$ cat config.mk
export PLATFORM = sky130hd
export DESIGN_NAME = chromakey_filter
export DESIGN_NICKNAME = d
export VERILOG_FILES = /design/src/rtl/chromakey_pkg.sv /design/src/rtl/chromakey_filter_cmp.sv /design/src/rtl/chromakey_filter.sv
export SDC_FILE = /design/constraint.sdc
export NUM_CORES = 1
export LEC_CHECK = 0
export CAP_MARGIN = 20
export CORE_ASPECT_RATIO = 0.75
export CORE_MARGIN = 2
export CORE_UTILIZATION = 38
export DETAILED_ROUTE_END_ITERATION = 16
export PLACE_DENSITY = 0.64
export SYNTH_ARGS = -nofsm -noshare
export SYNTH_HDL_FRONTEND = slang
export SYNTH_HIERARCHICAL = 1
export SYNTH_SLANG_ARGS = --single-unit
$ cat constraint.sdc
create_clock -name clk -period 14.9 [get_ports clk]
set_input_delay 2.98 -clock clk [delete_from_list [all_inputs] [get_ports clk]]
set_output_delay 2.98 -clock clk [all_outputs]
set_load 0.01 [all_outputs]
$ cat src/rtl/chromakey_pkg.sv
// Shared types, configuration addresses, default thresholds and the channel
// expansion helper for the chroma-key mask generator.
package chromakey_pkg;

  typedef enum logic [1:0] {
    KEY_GREEN = 2'b00,
    KEY_BLUE  = 2'b01,
    KEY_RED   = 2'b10,
    KEY_OFF   = 2'b11
  } key_sel_e;

  localparam logic [1:0] CFG_KMIN   = 2'd0;
  localparam logic [1:0] CFG_D1     = 2'd1;
  localparam logic [1:0] CFG_D2     = 2'd2;
  localparam logic [1:0] CFG_SATMIN = 2'd3;

  localparam int KMIN_DEF   = 48;
  localparam int D1_DEF     = 12;
  localparam int D2_DEF     = 8;
  localparam int SATMIN_DEF = 24;

  // Widest channel expansion the helper can produce
  localparam int EXP_MAX = 16;

  // Left-justify a width-bit value into EXP_MAX bits, filling the low bits by
  // cyclic replication from the MSB down (5b r -> {r, r[4:2], ...}).
  function automatic logic [EXP_MAX-1:0] expand_ch(input int width,
                                                   input logic [EXP_MAX-1:0] value);
    logic [EXP_MAX-1:0] res;
    res = {EXP_MAX{1'b0}};
    for (int i = 0; i < EXP_MAX; i++) begin
      res[EXP_MAX-1-i] = value[width-1-(i % width)];
    end
    return res;
  endfunction

endpackage

$ cat src/rtl/chromakey_filter_cmp.sv
// Combinational background classifier for one expanded RGB pixel.
module chromakey_cmp
  import chromakey_pkg::*;
#(
  parameter int CW = 8
) (
  input  logic [CW-1:0] r_i,
  input  logic [CW-1:0] g_i,
  input  logic [CW-1:0] b_i,
  input  key_sel_e      key_sel_i,
  input  logic [CW-1:0] kmin_i,
  input  logic [CW-1:0] d1_i,
  input  logic [CW-1:0] d2_i,
  input  logic [CW-1:0] satmin_i,
  output logic          raw_o
);

  logic [CW-1:0] k_s, o1_s, o2_s, max_s, min_s;
  logic [CW:0]   o1_sum_s, o2_sum_s;
  logic          en_s;

  // Route the key channel and the two other channels
  always_comb begin
    k_s  = g_i;
    o1_s = r_i;
    o2_s = b_i;
    en_s = 1'b1;
    case (key_sel_i)
      KEY_GREEN: begin k_s = g_i; o1_s = r_i; o2_s = b_i; end
      KEY_BLUE:  begin k_s = b_i; o1_s = r_i; o2_s = g_i; end
      KEY_RED:   begin k_s = r_i; o1_s = g_i; o2_s = b_i; end
      default:   begin en_s = 1'b0; end
    endcase
  end

  // Saturation span: largest minus smallest channel
  always_comb begin
    max_s = r_i;
    min_s = r_i;
    if (g_i > max_s) max_s = g_i; else max_s = max_s;
    if (b_i > max_s) max_s = b_i; else max_s = max_s;
    if (g_i < min_s) min_s = g_i; else min_s = min_s;
    if (b_i < min_s) min_s = b_i; else min_s = min_s;
  end

  // Margins are summed one bit wider so a large offset can never wrap
  always_comb begin
    o1_sum_s = {1'b0, o1_s} + {1'b0, d1_i};
    o2_sum_s = {1'b0, o2_s} + {1'b0, d2_i};
    raw_o    = en_s
             && ({1'b0, k_s} >= o1_sum_s)
             && ({1'b0, k_s} >= o2_sum_s)
             && (k_s >= kmin_i)
             && ((max_s - min_s) >= satmin_i);
  end

endmodule

$ cat src/rtl/chromakey_filter.sv
// Chroma-key mask generator: three-stage pipeline (expand, classify, filter),
// frame-synchronous thresholds and a per-frame foreground pixel counter.
module chromakey_filter
  import chromakey_pkg::*;
#(
  parameter int R_W   = 5,
  parameter int G_W   = 6,
  parameter int B_W   = 5,
  parameter int CW    = 8,
  parameter int FILT  = 3,
  parameter int CNT_W = 19
) (
  input  logic                     clk,
  input  logic                     reset,
  input  logic [R_W+G_W+B_W-1:0]   rgbData,
  input  logic                     DE,
  input  logic                     frame_start,
  input  logic [1:0]               key_sel,
  input  logic                     cfg_we,
  input  logic [1:0]               cfg_addr,
  input  logic [CW-1:0]            cfg_wdata,
  output logic                     bg_pixel,
  output logic                     out_valid,
  output logic [CNT_W-1:0]         fg_count,
  output logic                     fg_count_vld
);

  localparam int PW = R_W + G_W + B_W;
  localparam logic [CNT_W-1:0] CNT_MAX = {CNT_W{1'b1}};
  localparam logic [3:0][CW-1:0] THR_DEF =
    {CW'(SATMIN_DEF), CW'(D2_DEF), CW'(D1_DEF), CW'(KMIN_DEF)};

  logic [3:0][CW-1:0] shadow_d, shadow_q, active_d, active_q;
  logic [CW-1:0]      r1_d, r1_q, g1_d, g1_q, b1_d, b1_q;
  logic               de1_d, de1_q;
  key_sel_e           ks1_d, ks1_q;
  logic               raw_s, raw2_d, raw2_q, de2_d, de2_q;
  logic               maj_s, bg3_d, bg3_q, ov3_d, ov3_q;
  logic               contrib_s;
  logic [CNT_W-1:0]   cnt_d, cnt_q, fg_count_d, fg_count_q;
  logic               fg_vld_d, fg_vld_q;

  // Writes land in shadow; active picks up the old shadow only on frame_start
  always_comb begin
    shadow_d = shadow_q;
    active_d = active_q;
    if (cfg_we) shadow_d[cfg_addr] = cfg_wdata; else shadow_d = shadow_q;
    if (frame_start) active_d = shadow_q; else active_d = active_q;
  end

  // Threshold registers
  always_ff @(posedge clk) begin
    if (reset) begin
      shadow_q <= THR_DEF;
      active_q <= THR_DEF;
    end else begin
      shadow_q <= shadow_d;
      active_q <= active_d;
    end
  end

  // S1 input: expand each channel to CW bits, blanked outside active video
  always_comb begin
    ks1_d = key_sel_e'(key_sel);
    de1_d = DE;
    if (DE) begin
      r1_d = CW'(expand_ch(R_W, {{(EXP_MAX-R_W){1'b0}}, rgbData[PW-1 -: R_W]}) >> (EXP_MAX - CW));
      g1_d = CW'(expand_ch(G_W, {{(EXP_MAX-G_W){1'b0}}, rgbData[B_W +: G_W]}) >> (EXP_MAX - CW));
      b1_d = CW'(expand_ch(B_W, {{(EXP_MAX-B_W){1'b0}}, rgbData[0 +: B_W]}) >> (EXP_MAX - CW));
    end else begin
      r1_d = {CW{1'b0}};
      g1_d = {CW{1'b0}};
      b1_d = {CW{1'b0}};
    end
  end

  chromakey_cmp #(.CW(CW)) u_cmp (
    .r_i       (r1_q),
    .g_i       (g1_q),
    .b_i       (b1_q),
    .key_sel_i (ks1_q),
    .kmin_i    (active_q[CFG_KMIN]),
    .d1_i      (active_q[CFG_D1]),
    .d2_i      (active_q[CFG_D2]),
    .satmin_i  (active_q[CFG_SATMIN]),
    .raw_o     (raw_s)
  );

  // S2 classify and S3 filter inputs; blank pixels never count as background
  always_comb begin
    raw2_d = de1_q & raw_s;
    de2_d  = de1_q;
    bg3_d  = maj_s;
    ov3_d  = de2_q;
  end

  // Pipeline registers for all three stages
  always_ff @(posedge clk) begin
    if (reset) begin
      r1_q   <= {CW{1'b0}};
      g1_q   <= {CW{1'b0}};
      b1_q   <= {CW{1'b0}};
      de1_q  <= 1'b0;
      ks1_q  <= KEY_GREEN;
      raw2_q <= 1'b0;
      de2_q  <= 1'b0;
      bg3_q  <= 1'b0;
      ov3_q  <= 1'b0;
    end else begin
      r1_q   <= r1_d;
      g1_q   <= g1_d;
      b1_q   <= b1_d;
      de1_q  <= de1_d;
      ks1_q  <= ks1_d;
      raw2_q <= raw2_d;
      de2_q  <= de2_d;
      bg3_q  <= bg3_d;
      ov3_q  <= ov3_d;
    end
  end

  generate
    if (FILT > 1) begin : g_win
      localparam int HW = FILT - 1;
      localparam int SW = $clog2(FILT + 1);
      localparam logic [SW-1:0] MAJ = SW'((FILT + 1) / 2);
      logic [HW-1:0] hist_d, hist_q;
      logic [SW-1:0] ones_s;

      // Line history of earlier raws; blanking empties it so lines never mix
      always_comb begin
        if (de2_q) hist_d = HW'({hist_q, raw2_q}); else hist_d = {HW{1'b0}};
      end

      // History register
      always_ff @(posedge clk) begin
        if (reset) hist_q <= {HW{1'b0}};
        else       hist_q <= hist_d;
      end

      // Majority vote over the current raw and the history
      always_comb begin
        ones_s = SW'(raw2_q);
        for (int i = 0; i < HW; i++) begin
          ones_s = ones_s + SW'(hist_q[i]);
        end
        if (de2_q) maj_s = (ones_s >= MAJ); else maj_s = 1'b0;
      end
    end else begin : g_pass
      // Single-pixel window: raw passes straight through
      always_comb begin
        maj_s = raw2_q;
      end
    end
  endgenerate

  // Foreground counter with saturation and frame_start handoff
  always_comb begin
    contrib_s  = ov3_q & ~bg3_q;
    cnt_d      = cnt_q;
    fg_count_d = fg_count_q;
    fg_vld_d   = 1'b0;
    if (frame_start) begin
      cnt_d      = CNT_W'(contrib_s);
      fg_count_d = cnt_q;
      fg_vld_d   = 1'b1;
    end else if (contrib_s && (cnt_q != CNT_MAX)) begin
      cnt_d = cnt_q + CNT_W'(1);
    end else begin
      cnt_d = cnt_q;
    end
  end

  // Counter and report registers
  always_ff @(posedge clk) begin
    if (reset) begin
      cnt_q      <= {CNT_W{1'b0}};
      fg_count_q <= {CNT_W{1'b0}};
      fg_vld_q   <= 1'b0;
    end else begin
      cnt_q      <= cnt_d;
      fg_count_q <= fg_count_d;
      fg_vld_q   <= fg_vld_d;
    end
  end

  assign bg_pixel     = bg3_q;
  assign out_valid    = ov3_q;
  assign fg_count     = fg_count_q;
  assign fg_count_vld = fg_vld_q;

endmodule

==> run summary, run 1 <==
Outcome = finished, final reports clean
Final hold vios = 0
Crit end category = register
Max incr delay on CP = 560 ps
Register-to-register setup slack = 8810 ps
Gate count of the mapped netlist = 875
Synth Area per Inst = 8.77 um2
Vias per inst = 5.25
Synthesized net count = 994
CP Data Required Time = 15260 ps
Gr usage total = 0.180
Pins Over Slew Limit = 0
Total Routed Length = 18600 um
Die H = 127 um
Post-route setup TNS = 0 ps
Cts bufs inserted = 17
DR WL/cell = 15.7 um
Static Leak = 3.73 nW
Hold WC Path Type = reg -> reg
Iter 0 DRT Violations = 412
Post-synth top area share = 0.334
Power density cells = 110 mW/mm2
Post-synth EDFFs = 0
Slew headroom = 0.362
Tot Pwr = 0.983 mW
Endpoints failing setup = 0
H-tree Lvls = 4
WHS Path Cells = 2
Die width = 168 um
Post CTS Setup Buffer Count = 0
Worst Path Arrival = 6450 ps
RSZ-0062 raised after global routing = false
I/O pins = 55
Synthesis-to-layout area growth = 16.9%
Layout Nets = 1035
Finished Cell Area = 0.00897 mm2
Largest cells by area after synthesis = dfxtp_1 33%, ha_1 14%, mux2i_1 11%, nand2_1 4.0%, nor2_1 3.6%
Post-Syn Area = 0.00768 mm2
Yosys cell types = 65
Antenna viol nets, final = 0
Clock-pin slew on the worst setup and hold paths = 60 ps
Synth area leader = dfxtp_1
DR vias = 6211
Initial Util = 0.392
Post-synth ARST share = 0
Seq/Total Area, Yosys = 0.334
Inserted Diodes = 0
Sequential standard cell area = 0.00256 mm2
Grt total ovfl = 0
Root buffer cell = clkbuf_16
Vias in the first global route = 5670
Hpwl dp = 13600 um
Clock Path Buffers = 2
Port Buffers = 54
Max Cap Viol = 0
Multi-input gate area in the final layout = 0.00471 mm2
Num rows = 44
FILL cells = 1926
FF-to-FF path depth = 30
Die ar. = 0.0214 mm2
Critical Path Slowest Stage Cell = dfxtp_1
Post-Place Cell Area = 0.00837 mm2
CTS tree = yes
Hold Slack = 453 ps
Startpoint types = register
Post-cts resize count = 0
Period Utilization, post-route = 0.409
Skew final = 5.60 ps
Min cycle time layout = 6090 ps
Core Area = 0.0196 mm2
Final RePlAce weighted congestion = 0.937
Largest net degree at the start of global routing = 76
Most Frequent Cell on Critical Path = a21oi_1
Max Clock Freq = 164 MHz
Clk sinks = 128
Crit Path Class = reg -> reg
Dominant synthesized flop cell = dfxtp_1
Seq cells post-synth = 128
Critical path peak fanout = 12
Most instantiated cells after synthesis = 128 x dfxtp_1, 83 x ha_1, 81 x mux2i_1, 81 x nand2_1, 74 x nor2_1
Global-route wire length before repair = 30300 um
DRC = 0
Layout cells sized above 1 = 0.0689
Skew-Pair Late Insertion Delay = 420 ps
Peak supply drop = 82.3 uV
Worst slew pin tran = 957 ps
Antenna violations before repair = 0
TritonRoute pass-1 iters = 5
YS warnings = 6
Top-count cell post-synth = dfxtp_1
Post-cts hold buffer count = 0
==> cell families after synthesis <==
| group | count (synthesis) | share of synthesized area |
|---|---|---|
| adder cells (fa/ha/maj) | 86 | 0.143 |
| XOR/XNOR | 16 | 0.0183 |
| multiplexers | 84 | 0.110 |
| AO/OA/AOI/OAI | 175 | 0.148 |
| buffers and inverters | 96 | 0.0526 |
| AND/OR/NAND/NOR | 290 | 0.194 |
| flip-flops | 128 | 0.334 |
==> metal layers <==
| metal | wire, um | global-route usage | part of all wire | up-vias |
|---|---|---|---|---|
| met5 | 0 | 0 | 0 | - |
| met4 | 199 | 0.0487 | 0.011 | 0 |
| met3 | 967 | 0.0362 | 0.052 | 18 |
| met2 | 7380 | 0.247 | 0.40 | 149 |
| met1 | 10100 | 0.283 | 0.54 | 2878 |
| li1 | - | - | - | 3166 |
==> critical path: cells and delay by family (launching register included) <==
| family | cells | cell delay, ps |
|---|---|---|
| AND/OR/NAND/NOR | 6 | 1020 |
| adder cells (fa/ha/maj) | 4 | 1210 |
| flip-flops | 1 | 560 |
| multiplexers | 1 | 300 |
| buffers and inverters | 3 | 280 |
| AO/OA/AOI/OAI | 15 | 2580 |
| XOR/XNOR | 1 | 80 |
==> final timing paths <==
kind                               endpoint                 startpoint
hold / removal    shadow_q[23]$_SDFFE_PP0P_  shadow_q[23]$_SDFFE_PP0P_
hold reg to reg   shadow_q[23]$_SDFFE_PP0P_  shadow_q[23]$_SDFFE_PP0P_
setup reg to reg          raw2_q$_SDFF_PP0_         r1_q[5]$_SDFF_PP0_
setup / recovery          raw2_q$_SDFF_PP0_         r1_q[5]$_SDFF_PP0_
==> placed cells by master (no fill, tap or decap), drive strengths merged, types with 5 or more instances in the layout <==
cell	count
a22oi	9
xor2	6
dfxtp	128
nor3	6
clkinv	10
nand3	19
and4	7
inv	63
clkbuf	17
or4	9
o31ai	7
and2	22
nand4	10
mux2i	81
ha	83
a21o	14
nand2	82
nand2b	12
nor2b	24
xnor2	10
nor2	76
a211o	11
clkdlybuf4s50	52
a21oi	56
or3	5
o21ai	53
==> area by class of cell <==
| cell class | count | share of cell area |
|---|---|---|
| timing repair buffer | 56 | 0.0618 |
| multi-input combinational | 651 | 0.525 |
| inverter | 62 | 0.0259 |
| clock inverter | 15 | 0.0187 |
| tap | 253 | 0.0353 |
| clock buffer | 17 | 0.0474 |
| sequential | 128 | 0.286 |
==> registers in the layout, indices dropped and copies added (netlist names) <==
signal        count
g_win.hist_q      2
r1_q              5
out_valid         1
fg_count         19
active_q         32
fg_count_vld      1
ks1_q             2
de2_q             1
de1_q             1
raw2_q            1
shadow_q         32
b1_q              5
cnt_q            19
g1_q              6
bg_pixel          1
==> where the power goes <==
part           internal [mW]  total [mW]  switching, mW
combinational         0.0943       0.207          0.113
clock                  0.261       0.417          0.155
sequential             0.351       0.359        0.00851
total                  0.706       0.983          0.277
==> stage by stage <==
step	worst slack, ps	utilization	cells
finish	8810	0.458	1182
global placement	9120	0.427	1149
floorplan	9630	-	875
CTS	8900	0.457	1181
detailed placement	8960	0.427	1149
global route	8190	0.458	1182
No activity file was read; power rests on OpenSTA's default activity.
==> inputs of run 2 (changes only) <==
--- a/config.mk
+++ b/config.mk
@@ -10,7 +10,7 @@
 export CORE_MARGIN = 2
 export CORE_UTILIZATION = 38
 export DETAILED_ROUTE_END_ITERATION = 16
-export PLACE_DENSITY = 0.64
+export PLACE_DENSITY = 0.66
 export SYNTH_ARGS = -nofsm -noshare
 export SYNTH_HDL_FRONTEND = slang
 export SYNTH_HIERARCHICAL = 1
==> constraint.sdc (replaced) <==
create_clock -name clk -period 5.6 [get_ports clk]
set_input_delay 1.12 -clock clk [delete_from_list [all_inputs] [get_ports clk]]
set_output_delay 1.12 -clock clk [all_outputs]
set_load 0.01 [all_outputs]
==> run summary, run 2 (same netlist as run 1, synthesis figures left out) <==
CTS tree = yes (unchanged)
Iter 0 DRT Violations = 470 (was 412)
Sequential standard cell area = 0.00257 mm2 (was 0.00256 mm2)
Worst r2r dst = raw2_q$_SDFF_PP0_ (unchanged)
Total Routed Length = 19300 um (was 18600 um)
I/O pins = 55 (unchanged)
Die H = 127 um (unchanged)
Period Utilization, post-route = 0.966 (was 0.409)
Grt total ovfl = 0 (unchanged)
Root buffer cell = clkbuf_16 (unchanged)
Vias in the first global route = 5864 (was 5670)
Die ar. = 0.0214 mm2 (unchanged)
Skew final = 9.03 ps (was 5.60 ps)
Hpwl dp = 14300 um (was 13600 um)
Crit end category = register (unchanged)
Vias per inst = 5.23 (was 5.25)
Core Area = 0.0196 mm2 (unchanged)
Antenna violations before repair = 0 (unchanged)
Worst Path Arrival = 5720 ps (was 6450 ps)
Final RePlAce weighted congestion = 0.908 (was 0.937)
Initial Util = 0.392 (unchanged)
Commonest non-fill, non-tap cell in the layout = dfxtp_1 (unchanged)
Global-route wire length before repair = 30600 um (was 30300 um)
H-tree Lvls = 4 (unchanged)
TritonRoute pass-1 iters = 7 (was 5)
Max Cap Viol = 0 (unchanged)
FILL cells = 1882 (was 1926)
Hold WC Path Type = reg -> reg (unchanged)
DRC = 0 (unchanged)
Outcome = finished, final reports clean (unchanged)
Final setup margin = 191 ps (was 8810 ps)
Critical R2R Launch = r1_q[2]$_SDFF_PP0_ (was r1_q[5]$_SDFF_PP0_)
Skew-Pair Late Insertion Delay = 420 ps (about the same)
Layout cells sized above 1 = 0.111 (was 0.0689)
Endpoints failing setup = 0 (unchanged)
Setup Slack @ Placement = 58.1 ps (was 8960 ps)
Largest net degree at the start of global routing = 73 (was 76)
Crit Path Class = reg -> reg (unchanged)
Power density cells = 287 mW/mm2 (was 110 mW/mm2)
Max Clock Freq = 185 MHz (was 164 MHz)
Register-to-register setup slack = 190 ps (was 8810 ps)
DR vias = 6312 (was 6211)
Layout Nets = 1060 (was 1035)
Port Buffers = 54 (unchanged)
Synthesis-to-layout area growth = 20.2% (was 16.9%)
Num rows = 44 (unchanged)
Sink of the worst hold path = shadow_q[29]$_SDFFE_PP0P_ (was shadow_q[23]$_SDFFE_PP0P_)
Biggest regs = active_q (32), shadow_q (32) (unchanged)
FF-to-FF path depth = 27 (was 30)
Post-Place Cell Area = 0.00847 mm2 (was 0.00837 mm2)
Hold Slack = 453 ps (about the same)
Worst slew pin tran = 981 ps (was 957 ps)
Startpoint types = register (unchanged)
Multi-input gate area in the final layout = 0.00480 mm2 (was 0.00471 mm2)
DR WL/cell = 15.9 um (was 15.7 um)
Gr usage total = 0.182 (was 0.180)
Final hold vios = 0 (unchanged)
WHS Path Cells = 2 (unchanged)
Clk sinks = 128 (unchanged)
Clock Path Buffers = 2 (unchanged)
Min cycle time layout = 5410 ps (was 6090 ps)
Pins Over Slew Limit = 0 (unchanged)
Commonest cells after routing, fill and taps aside = 125 x dfxtp_1, 81 x ha_1, 80 x nand2_1, 77 x mux2i_1, 74 x nor2_1 (was 128 x dfxtp_1, 83 x ha_1, 81 x mux2i_1, 81 x nand2_1, 74 x nor2_1)
Post-cts hold buffer count = 0 (unchanged)
CP Data Required Time = 5910 ps (was 15260 ps)
Finished Cell Area = 0.00923 mm2 (was 0.00897 mm2)
Worst Min Path Start = shadow_q[29]$_SDFFE_PP0P_ (was shadow_q[23]$_SDFFE_PP0P_)
Die width = 168 um (unchanged)
Clock-pin slew on the worst setup and hold paths = 60 ps (about the same)
Slew headroom = 0.343 (was 0.362)
Antenna viol nets, final = 0 (unchanged)
Critical path peak fanout = 9 (was 12)
Inserted Diodes = 0 (unchanged)
Static Leak = 3.83 nW (was 3.73 nW)
Peak supply drop = 222 uV (was 82.3 uV)
Cts bufs inserted = 17 (unchanged)
run 2: cell types whose count changed in the layout (fill, tap and decap cells not counted), sizes merged:
cell / before / now
buf: 4 / 29
clkinvlp: 1 / 5
bufinv: 3 / 2
clkinv: 10 / 7
inv: 63 / 62
clkbuf: 17 / 18
run 2: power by group:
| group | switching [mW] | internal [mW] | total (mW) |
|---|---|---|---|
| combinational | 0.332 | 0.297 | 0.629 |
| clock | 0.417 | 0.651 | 1.07 |
| sequential | 0.0176 | 0.933 | 0.951 |
run 2: timing repair:
action,CTS,global route
resized for setup,2,23
hold endpoints to repair,0,0
setup buffers,0,12
pin swaps,0,8
endpoints found under the setup margin,1,1
run 2: metrics by stage:
| stage | power (mW) | setup TNS [ps] | cells | utilization |
|---|---|---|---|---|
| 2_1_floorplan | 1.39 | 0 | 875 | - |
| 3_3_place_gp | 1.52 | 0 | 1162 | 0.432 |
| 5_1_grt | 2.80 | -61.2 | 1207 | 0.471 |
| 4_1_cts | 2.61 | 0 | 1194 | 0.462 |
| 6_report | 2.65 | 0 | 1207 | 0.471 |
| 3_5_place_dp | 1.54 | 0 | 1162 | 0.432 |
run 2: worst max-delay path by stage:
stage                                  start                 to  slack (ps)  cells past startpoint
after floorplan           r1_q[5]$_SDFF_PP0_  raw2_q$_SDFF_PP0_         330                     31
after global placement    r1_q[3]$_SDFF_PP0_  raw2_q$_SDFF_PP0_         240                     31
after detailed placement  g1_q[6]$_SDFF_PP0_  raw2_q$_SDFF_PP0_          60                     31
after CTS                 g1_q[6]$_SDFF_PP0_  raw2_q$_SDFF_PP0_          20                     28
after global routing      r1_q[2]$_SDFF_PP0_  raw2_q$_SDFF_PP0_         -60                     30
final                     r1_q[2]$_SDFF_PP0_  raw2_q$_SDFF_PP0_         190                     27
run 2: critical path, stage by stage (launching register included):
cell,delay (ps)
dfxtp_2,360
inv_1,70
ha_1,320
o21ai_1,180
a21oi_2,80
o21ai_2,240
nand2_4,150
buf_4,170
mux2i_2,250
ha_1,310
a2111o_1,430
a311oi_2,300
nor2_4,110
nor2_1,130
a41oi_2,50
ha_2,230
fa_1,490
inv_1,40
ha_1,260
a21o_1,150
a21o_1,160
a21oi_1,140
nor2b_1,60
o21ai_1,150
a21oi_1,100
o22ai_1,150
nor3_1,50
and2_1,160
run 2: final cells by class:
cell class	count	area share
Multi-Input combinational cell	651	0.520
Sequential cell	128	0.278
Timing Repair Buffer	81	0.0801
Clock buffer	18	0.0465
Tap cell	253	0.0343
Inverter	62	0.0252
Clock inverter	14	0.0156
run 2: layer usage:
layer,up-vias,GRT usage,part of all wire
li1,3209,-,-
met1,2950,0.275,0.53
met2,134,0.261,0.41
met3,19,0.0341,0.047
met4,0,0.0522,0.011
met5,-,0,0
==> inputs of run 3 (changes only) <==
--- a/config.mk
+++ b/config.mk
@@ -5,7 +5,7 @@
 export SDC_FILE = /design/constraint.sdc
 export NUM_CORES = 1
 export LEC_CHECK = 0
-export CAP_MARGIN = 20
+export CAP_MARGIN = 30
 export CORE_ASPECT_RATIO = 0.75
 export CORE_MARGIN = 2
 export CORE_UTILIZATION = 38
==> results of run 3 <==
No change in the layout: final DEF, timing and power equal those of run 2.
